## config.mk

```make
export PLATFORM = sky130hd
export DESIGN_NAME = periph_bus_arbiter
export DESIGN_NICKNAME = d
export VERILOG_FILES = /design/src/rtl/periph_bus_pkg.sv /design/src/rtl/rr_arbiter.sv /design/src/rtl/periph_bus_arbiter.sv
export SDC_FILE = /design/constraint.sdc
export NUM_CORES = 1
export LEC_CHECK = 0
export BUFFER_PORTS_ARGS = -buffer_cell sky130_fd_sc_hd__buf_2
export CORE_AREA = 4 4 131 133
export CTS_CLUSTER_DIAMETER = 200
export DETAILED_ROUTE_END_ITERATION = 10
export DIE_AREA = 0 0 135 137
export GPL_ROUTABILITY_DRIVEN = 0
export PLACE_DENSITY_LB_ADDON = 0.3
export SLEW_MARGIN = 20
export SYNTH_ARGS = -nofsm -noshare
export SYNTH_HDL_FRONTEND = slang
export SYNTH_SLANG_ARGS = --single-unit
```

## constraint.sdc

```tcl
create_clock -name i_CLK -period 1.7 [get_ports i_CLK]
set_input_delay 0.17 -clock i_CLK [delete_from_list [all_inputs] [get_ports i_CLK]]
set_output_delay 0.17 -clock i_CLK [all_outputs]
set_load 0.005 [all_outputs]
```

## src/rtl/periph_bus_pkg.sv

```systemverilog
// rtl/periph_bus_pkg.sv - shared state encoding and constants for periph_bus_arbiter
package periph_bus_pkg;

  localparam int DATA_W = 32;
  localparam logic [DATA_W-1:0] ERR_RDATA = 32'hDEAD_BEEF;

  typedef enum logic [1:0] {
    IDLE = 2'd0,
    XFER = 2'd1,
    RESP = 2'd2
  } arb_state_t;

endpackage

```

## src/rtl/rr_arbiter.sv

```systemverilog
// rtl/rr_arbiter.sv - combinational round-robin pick starting at a priority pointer
module rr_arbiter #(
  parameter int N  = 2,
  parameter int IW = (N > 1) ? $clog2(N) : 1
) (
  input  logic [N-1:0]  req,
  input  logic [IW-1:0] ptr,
  output logic [IW-1:0] winner,
  output logic          valid
);

  // Scan from farthest to nearest so the requester closest to ptr is written last and wins.
  always_comb begin
    int idx;
    idx    = 0;
    winner = '0;
    valid  = 1'b0;
    for (int i = N - 1; i >= 0; i--) begin
      idx = int'(ptr) + i;
      if (idx >= N) idx = idx - N;
      if (req[idx]) begin
        winner = IW'(idx);
        valid  = 1'b1;
      end
    end
  end

endmodule

```

## src/rtl/periph_bus_arbiter.sv

```systemverilog
// rtl/periph_bus_arbiter.sv - round-robin arbiter sharing one peripheral slave port
// Define PERIPH_ARB_TIMEOUT_EN to add the XFER watchdog and o_M_ERR.
module periph_bus_arbiter
  import periph_bus_pkg::*;
#(
  parameter int NUM_MASTERS    = 2,
  parameter int NUM_SLAVES     = 4,
  parameter int SEL_LSB        = 8,
  parameter int TIMEOUT_CYCLES = 15
) (
  input  logic                           i_CLK,
  input  logic                           i_RST,
  input  logic [NUM_MASTERS-1:0]         i_M_REQ,
  input  logic [NUM_MASTERS-1:0]         i_M_WE,
  input  logic [32*NUM_MASTERS-1:0]      i_M_ADDR,
  input  logic [32*NUM_MASTERS-1:0]      i_M_WDATA,
  output logic [NUM_MASTERS-1:0]         o_M_GNT,
  output logic [DATA_W-1:0]              o_M_RDATA,
  output logic                           o_M_ERR,
  output logic                           o_S_REQ,
  output logic [NUM_SLAVES-1:0]          o_S_CE,
  output logic                           o_S_WE,
  output logic [DATA_W-1:0]              o_S_WDATA,
  input  logic [NUM_SLAVES-1:0]          i_S_GNT,
  input  logic [32*NUM_SLAVES-1:0]       i_S_RDATA
);

  localparam int MW = (NUM_MASTERS > 1) ? $clog2(NUM_MASTERS) : 1;
  localparam int SW = (NUM_SLAVES > 1) ? $clog2(NUM_SLAVES) : 1;

  arb_state_t        state_q, state_d;
  logic [MW-1:0]     owner_q, ptr_q, win;
  logic              win_valid;
  logic [SW-1:0]     sel_q;
  logic [DATA_W-1:0] rdata_q;
  logic              owner_req, slave_gnt, timeout_hit;

  logic [SW-1:0]     m_sel   [NUM_MASTERS];
  logic [DATA_W-1:0] m_wdata [NUM_MASTERS];
  logic [DATA_W-1:0] s_rdata [NUM_SLAVES];
  logic              unused_addr;

  for (genvar g = 0; g < NUM_MASTERS; g++) begin : g_mst
    assign m_sel[g]   = i_M_ADDR[32*g+SEL_LSB +: SW];
    assign m_wdata[g] = i_M_WDATA[32*g +: 32];
  end
  for (genvar g = 0; g < NUM_SLAVES; g++) begin : g_slv
    assign s_rdata[g] = i_S_RDATA[32*g +: 32];
  end
  assign unused_addr = ^i_M_ADDR;

  rr_arbiter #(.N(NUM_MASTERS), .IW(MW)) u_rr (
    .req    (i_M_REQ),
    .ptr    (ptr_q),
    .winner (win),
    .valid  (win_valid)
  );

  assign owner_req = i_M_REQ[owner_q];
  assign slave_gnt = i_S_GNT[sel_q];

`ifdef PERIPH_ARB_TIMEOUT_EN
  logic [7:0] wdt_q;
  logic       err_q;

  assign timeout_hit = (wdt_q == 8'(TIMEOUT_CYCLES - 1));
  assign o_M_ERR     = (state_q == RESP) && err_q;

  always_ff @(posedge i_CLK or posedge i_RST) begin
    if (i_RST) begin
      wdt_q <= '0;
      err_q <= 1'b0;
    end else if (state_q == XFER) begin
      wdt_q <= wdt_q + 8'd1;
      err_q <= owner_req && !slave_gnt && timeout_hit;
    end else begin
      wdt_q <= '0;
    end
  end
`else
  logic [7:0] unused_timeout;

  assign unused_timeout = 8'(TIMEOUT_CYCLES);
  assign timeout_hit    = 1'b0;
  assign o_M_ERR        = 1'b0;
`endif

  always_ff @(posedge i_CLK or posedge i_RST) begin
    if (i_RST) state_q <= IDLE;
    else       state_q <= state_d;
  end

  always_ff @(posedge i_CLK or posedge i_RST) begin
    if (i_RST) begin
      owner_q <= '0;
      ptr_q   <= '0;
      sel_q   <= '0;
      rdata_q <= '0;
    end else begin
      case (state_q)
        IDLE: if (win_valid) begin
          owner_q <= win;
          sel_q   <= m_sel[win];
        end
        XFER: if (owner_req) begin
          if (slave_gnt)        rdata_q <= s_rdata[sel_q];
          else if (timeout_hit) rdata_q <= ERR_RDATA;
        end
        RESP: ptr_q <= (owner_q == MW'(NUM_MASTERS - 1)) ? '0 : owner_q + 1'b1;
        default: ;
      endcase
    end
  end

  always_comb begin
    state_d   = state_q;
    o_M_GNT   = '0;
    o_M_RDATA = '0;
    o_S_REQ   = 1'b0;
    o_S_CE    = '0;
    o_S_WE    = 1'b0;
    o_S_WDATA = '0;
    case (state_q)
      IDLE: if (win_valid) state_d = XFER;
      XFER: begin
        o_S_REQ       = owner_req;
        o_S_CE[sel_q] = owner_req;
        o_S_WE        = i_M_WE[owner_q];
        o_S_WDATA     = m_wdata[owner_q];
        // A master withdrawing its request abandons the transfer before any grant.
        if (!owner_req)                    state_d = IDLE;
        else if (slave_gnt || timeout_hit) state_d = RESP;
      end
      RESP: begin
        o_M_GNT[owner_q] = 1'b1;
        o_M_RDATA        = rdata_q;
        state_d          = IDLE;
      end
      default: state_d = IDLE;
    endcase
  end

endmodule
```

== Word level (Yosys, flattened, before mapping) ==
Index checks and enable logic that the tools add are counted.

* Bitwise logic cells: 4
* Add/subtract/negate cells: 4
* Reductions and logical operators: 6
* Magnitude comparators: 11
* Equality and inequality tests: 4
* Muxes and demuxes: 42

{| class="wikitable"
|+ Operators by type and width
! cell !! count
|-
| 2-to-1 mux 32 bit || 9
|-
| binary-select mux 32 bit (select 2 bit) || 1
|-
| < comparator 32 x 3 -> 1 bit (second input constant) || 2
|-
| greater-or-equal comparator 32 x 3 -> 1 bit (second input constant) || 1
|-
| subtractor 32 x 3 -> 32 bit (second input constant) || 1
|-
| 2-to-1 mux 1 bit || 20
|-
| 2-to-1 mux 2 bit || 7
|-
| bitwise AND 4 bit || 1
|-
| greater-or-equal comparator 2 bit (second input constant) || 2
|-
| 2-to-1 mux 4 bit || 1
|-
| NOT 1 -> 2 bit || 2
|-
| one-hot mux 2 bit (2 select lines) || 1
|-
| AND reduction 2 bit || 2
|-
| greater-or-equal comparator 3 bit (second input constant) || 1
|-
| < comparator 2 x 3 -> 1 bit (second input constant) || 1
|-
| != test 3 bit (second input constant) || 1
|-
| NOT 2 -> 3 bit || 1
|-
| AND reduction 3 bit || 1
|-
| subtractor 1 x 2 -> 3 bit (second input constant) || 1
|-
| adder 1 x 1 -> 2 bit (second input constant) || 1
|-
| binary-select mux 1 bit (select 2 bit) || 1
|-
| demux 1 bit (select 2 bit) || 1
|-
| equality test 2 x 1 -> 1 bit (second input constant) || 1
|-
| equality test 2 bit (second input constant) || 1
|-
| other kinds (9) || 10
|}

* Output and inout port bits: 73
* Input port bits: 266
* Register bits after elaboration: 38

== Depth between registers and ports, before layout ==
* Depth after elaboration: 12
* Mapped depth: 6
* Mapped depth without buffers: 4

== Modules after synthesis ==
A second synthesis with hierarchy kept.

* Cell total of the unflattened synthesis: 254
* Area total of the unflattened synthesis: 3129.3 µm²

{| class="wikitable"
|+ Modules (own cells, without submodules)
! module !! area an instance (µm²) !! sequential area each (µm²) !! times used !! cells an instance
|-
| periph_bus_arbiter || 3111.7 || 950.9 || 1 || 251
|-
| rr_arbiter || 17.5 || 0.0 || 1 || 3
|}

== Worst setup path before layout ==
OpenSTA, ideal clock, no wires.

* Path kind: flip-flop to flip-flop
* From: register sel_q[0]
* To: register rdata_q[3]
* Arrival: 1703 ps
* Path slack: -128 ps
* Cell stages (with the launch flop): 5
* Library setup time: 125 ps
* Buffers on the path: 2
* Clock period less this slack: 1828 ps
* Cells stage by stage: dfrtp_1 buf_2 buf_2 mux4_2 mux2_4

* Word-level cells in the longest chain between the ends: 4
* Elaborated cells between the ends (all ways): 7
* Classes of those cells: mux: 5; bitwise: 1; reduce/logical: 1

{| class="wikitable"
|+ Ends and longest elaborated chain
! item !! line !! source
|-
| start, declared || periph_bus_arbiter.sv:34 || <nowiki>logic [SW-1:0] sel_q;</nowiki>
|-
| start signal, assigned || periph_bus_arbiter.sv:103 || <nowiki>sel_q <= m_sel[win];</nowiki>
|-
| NOT 2 -> 3 bit (not written as such) || periph_bus_arbiter.sv:106 || <nowiki>if (slave_gnt) rdata_q <= s_rdata[sel_q];</nowiki>
|-
| binary-select mux 32 bit (select 2 bit) || periph_bus_arbiter.sv:106 ||
|-
| 2-to-1 mux 32 bit (not written as such) (2 in a row) || periph_bus_arbiter.sv:106 ||
|-
| end signal, assigned || periph_bus_arbiter.sv:106 ||
|-
| end, declared || periph_bus_arbiter.sv:35 || <nowiki>logic [DATA_W-1:0] rdata_q;</nowiki>
|}

Parallel ways exist; a longest one is shown, timed or not. The select of a mux whose other input is x is not followed.
A chain may end at the register's enable or synchronous reset.

== Final worst setup path ==
* From: register sel_q[0]
* To: register rdata_q[1]

Same word-level chain as after synthesis.

==> flow_summary.ini <==
[run_status]
status = finished, violations left
violations = negative hold slack, negative setup slack

[placed_design]
post-place-ws_ns = -0.233
dp_hpwl_mm = 8.94
placed_cell_area_mm2 = 0.00477
io_buffers = 277

[clock_tree]
cts-htree-levels = 2
cts_hold_buffers = 0
clock_path_buffers = 2
clk_pin_slew_ns = 0.06
insertion_delay_ns = 0.28
cts_root_buffer = clkbuf_16
cts.sinks = 38
numCtsBuffers = 5
cts_tree = yes

[timing]
fin_ws_ns = -0.0240
tns_ns = -0.216
post-route-period-util = 1.01
finalClockSkew_ns = 0.00303
rsz0062_at_grt = true
slew_viol_final = 0
setup_viol = 13
timing.fmax_mhz = 580
holdWs_ns = -0.0293
period_minus_slack_ns = 1.72
relSlewSlack = 0.572
tightestPinTransition_ns = 0.641
hold_violations = 28

[global_route]
grt_max_degree = 38
track_usage = 0.113
antenna_found_initial = 2
grt_pass1_vias = 3303
grt_pass1_wl_mm = 16.7
grt_overflow = 0

[layout]
multi_input_area_mm2 = 0.00210
fillers = 1626
drive_above_1_share = 0.711
syn2layout_area_growth_pct = 64.4
layout.nets = 805
diodes = 0
final_core_util = 0.326
register_area_um2 = 956
final_area_mm2 = 0.00517

[route]
drc = 0
viasPerCell = 4.15
postRouteAntennaNets = 0
initialDrtViolationCount = 44
drtPass1Iterations = 4
routedWlPerCell_um = 16.3
totalWireLength_mm = 12.3
num_vias = 3131

[setup_path]
crit_arrival_ns = 1.89
cp_max_fo = 13
end_kind = flip-flop
critPathSlowestCell = mux4_2
crit_type = flip-flop to flip-flop
reg2reg_slack_ns = -0.02
crit_required_ns = 1.86
crit_path_max_incr_delay_ns = 0.54
cp-start-kind = flip-flop
crit_chain = mux4_2, and3_4, buf_12, mux2_4

[logic_synthesis]
synth_top_cell_by_area = dfrtp_1
yosysTopAreaCellShare = 0.303
synth-edff-count = 0
synth_area_leaders = dfrtp_1, mux4_2, mux2_4
ys_types = 29
ys.flop_type = dfrtp_1
async_reset_ff_frac = 1.00
synth_fp_nets = 525
synth.most_common_cell = dfrtp_1
yosys_warnings = 0
synth_common_cells = dfrtp_1, nor2_1, and2_1, mux2i_1, mux4_2
avgSynthCellArea_um2 = 12.1
synthesis.area_mm2 = 0.00314
ys_seq_area_frac = 0.303
synthCells = 259
synth_seq_cells = 38

[floorplan]
start_util = 0.199
die-area_mm2 = 0.0185
core_area_mm2 = 0.0158
rows = 46
chipHeight_um = 137
ios = 339
die_width_um = 135

[power_and_ir_drop]
switchingPower_uw = 2590
p_seq_frac = 0.218
leakage_uw = 0.00271
intPower_uw = 4900
ir_drop_v = 0.000491
power_frac_comb = 0.635
swShare = 0.346
p_per_area_mw_per_mm2 = 1450
power.clock.fraction = 0.147

[job]
cap_violations = 0

[hold_path]
hp-class = input port to async pin
## worst max-delay path, delay by kind of cell, from the launching register on
kind	cells	cell delay [ns]
buf+inv	1	0.16
flops	1	0.37
mux	2	0.84
simple gates	1	0.23
## cell type report
type	count	area share
timing repair buffer	296	0.320
clock inverter	1	0.00581
tap	216	0.0523
multi-input combinational	195	0.407
sequential	38	0.185
inverter	3	0.00218
clock buffer	6	0.0269
## cells in the final DEF, fill, tap and decap left out, types with 2 or more instances in the layout
master	n
buf_6	5
and3_4	2
o21ai_0	2
mux2_4	31
clkbuf_16	8
dfrtp_2	4
and2_1	30
dfrtp_1	34
a21oi_1	2
and2_4	4
nor3b_1	2
nand3b_1	2
nor2_1	37
buf_2	276
buf_12	2
nor2b_1	2
buf_4	8
a31oi_1	2
mux2i_1	33
mux4_2	33
inv_2	2
nor2b_4	2
## final timing paths
path | from | to | depth (start not counted)
setup / recovery | sel_q[0] | rdata_q[1] | 4
hold reg to reg | rdata_q[26] | rdata_q[26] | 1
min in group i_CLK | i_M_ADDR[9] | sel_q[1] | 3
hold / removal | i_RST | rdata_q[31] | 2
max in group asynchronous | i_RST | rdata_q[7] | 3
setup reg to reg | sel_q[0] | rdata_q[1] | 4
## sequential cells by signal, summed over array words and instances, names as in the netlist
register / count
rdata_q: 32
sel_q: 2
state_q: 2
owner_q: 1
ptr_q: 1
## timing repair
action	4_1_cts	5_1_grt
setup buffers	0	5
cloned	1	5
gates resized for setup	6	14
setup endpoints to repair	66	84
## metrics by stage
step	cells	total power (µW)
6_report	755	7490
5_1_grt	755	8040
4_1_cts	745	7150
3_5_place_dp	737	5920
3_3_place_gp	737	5830
2_1_floorplan	259	4740
## logic make-up (layout without fill, tap and decap cells)
group | Yosys count | after routing | share of synthesized area
and+or+nand+nor | 86 | 87 | 0.141
buffers and inverters | 27 | 306 | 0.0458
other | 1 | 1 | 0.00119
DFF | 38 | 38 | 0.303
AOI/OAI and AO/OA | 8 | 8 | 0.0147
muxes | 99 | 99 | 0.494
## metal layers
layer,vias up,wire length (µm),GRT usage
met3,8,956,0.0287
met2,146,6360,0.206
met4,2,96,0.0246
met5,-,7,0
li1,1499,-,-
met1,1476,4880,0.134
## power by group through the flow
stage,logic (µW),registers [µW],clock network (µW)
global route,5170,1700,1170
floorplan,3210,1540,0
detailed placement,4300,1620,0
CTS,4410,1620,1130
global placement,4220,1620,0
finish,4750,1630,1100
(Power assumes the default switching activity.)
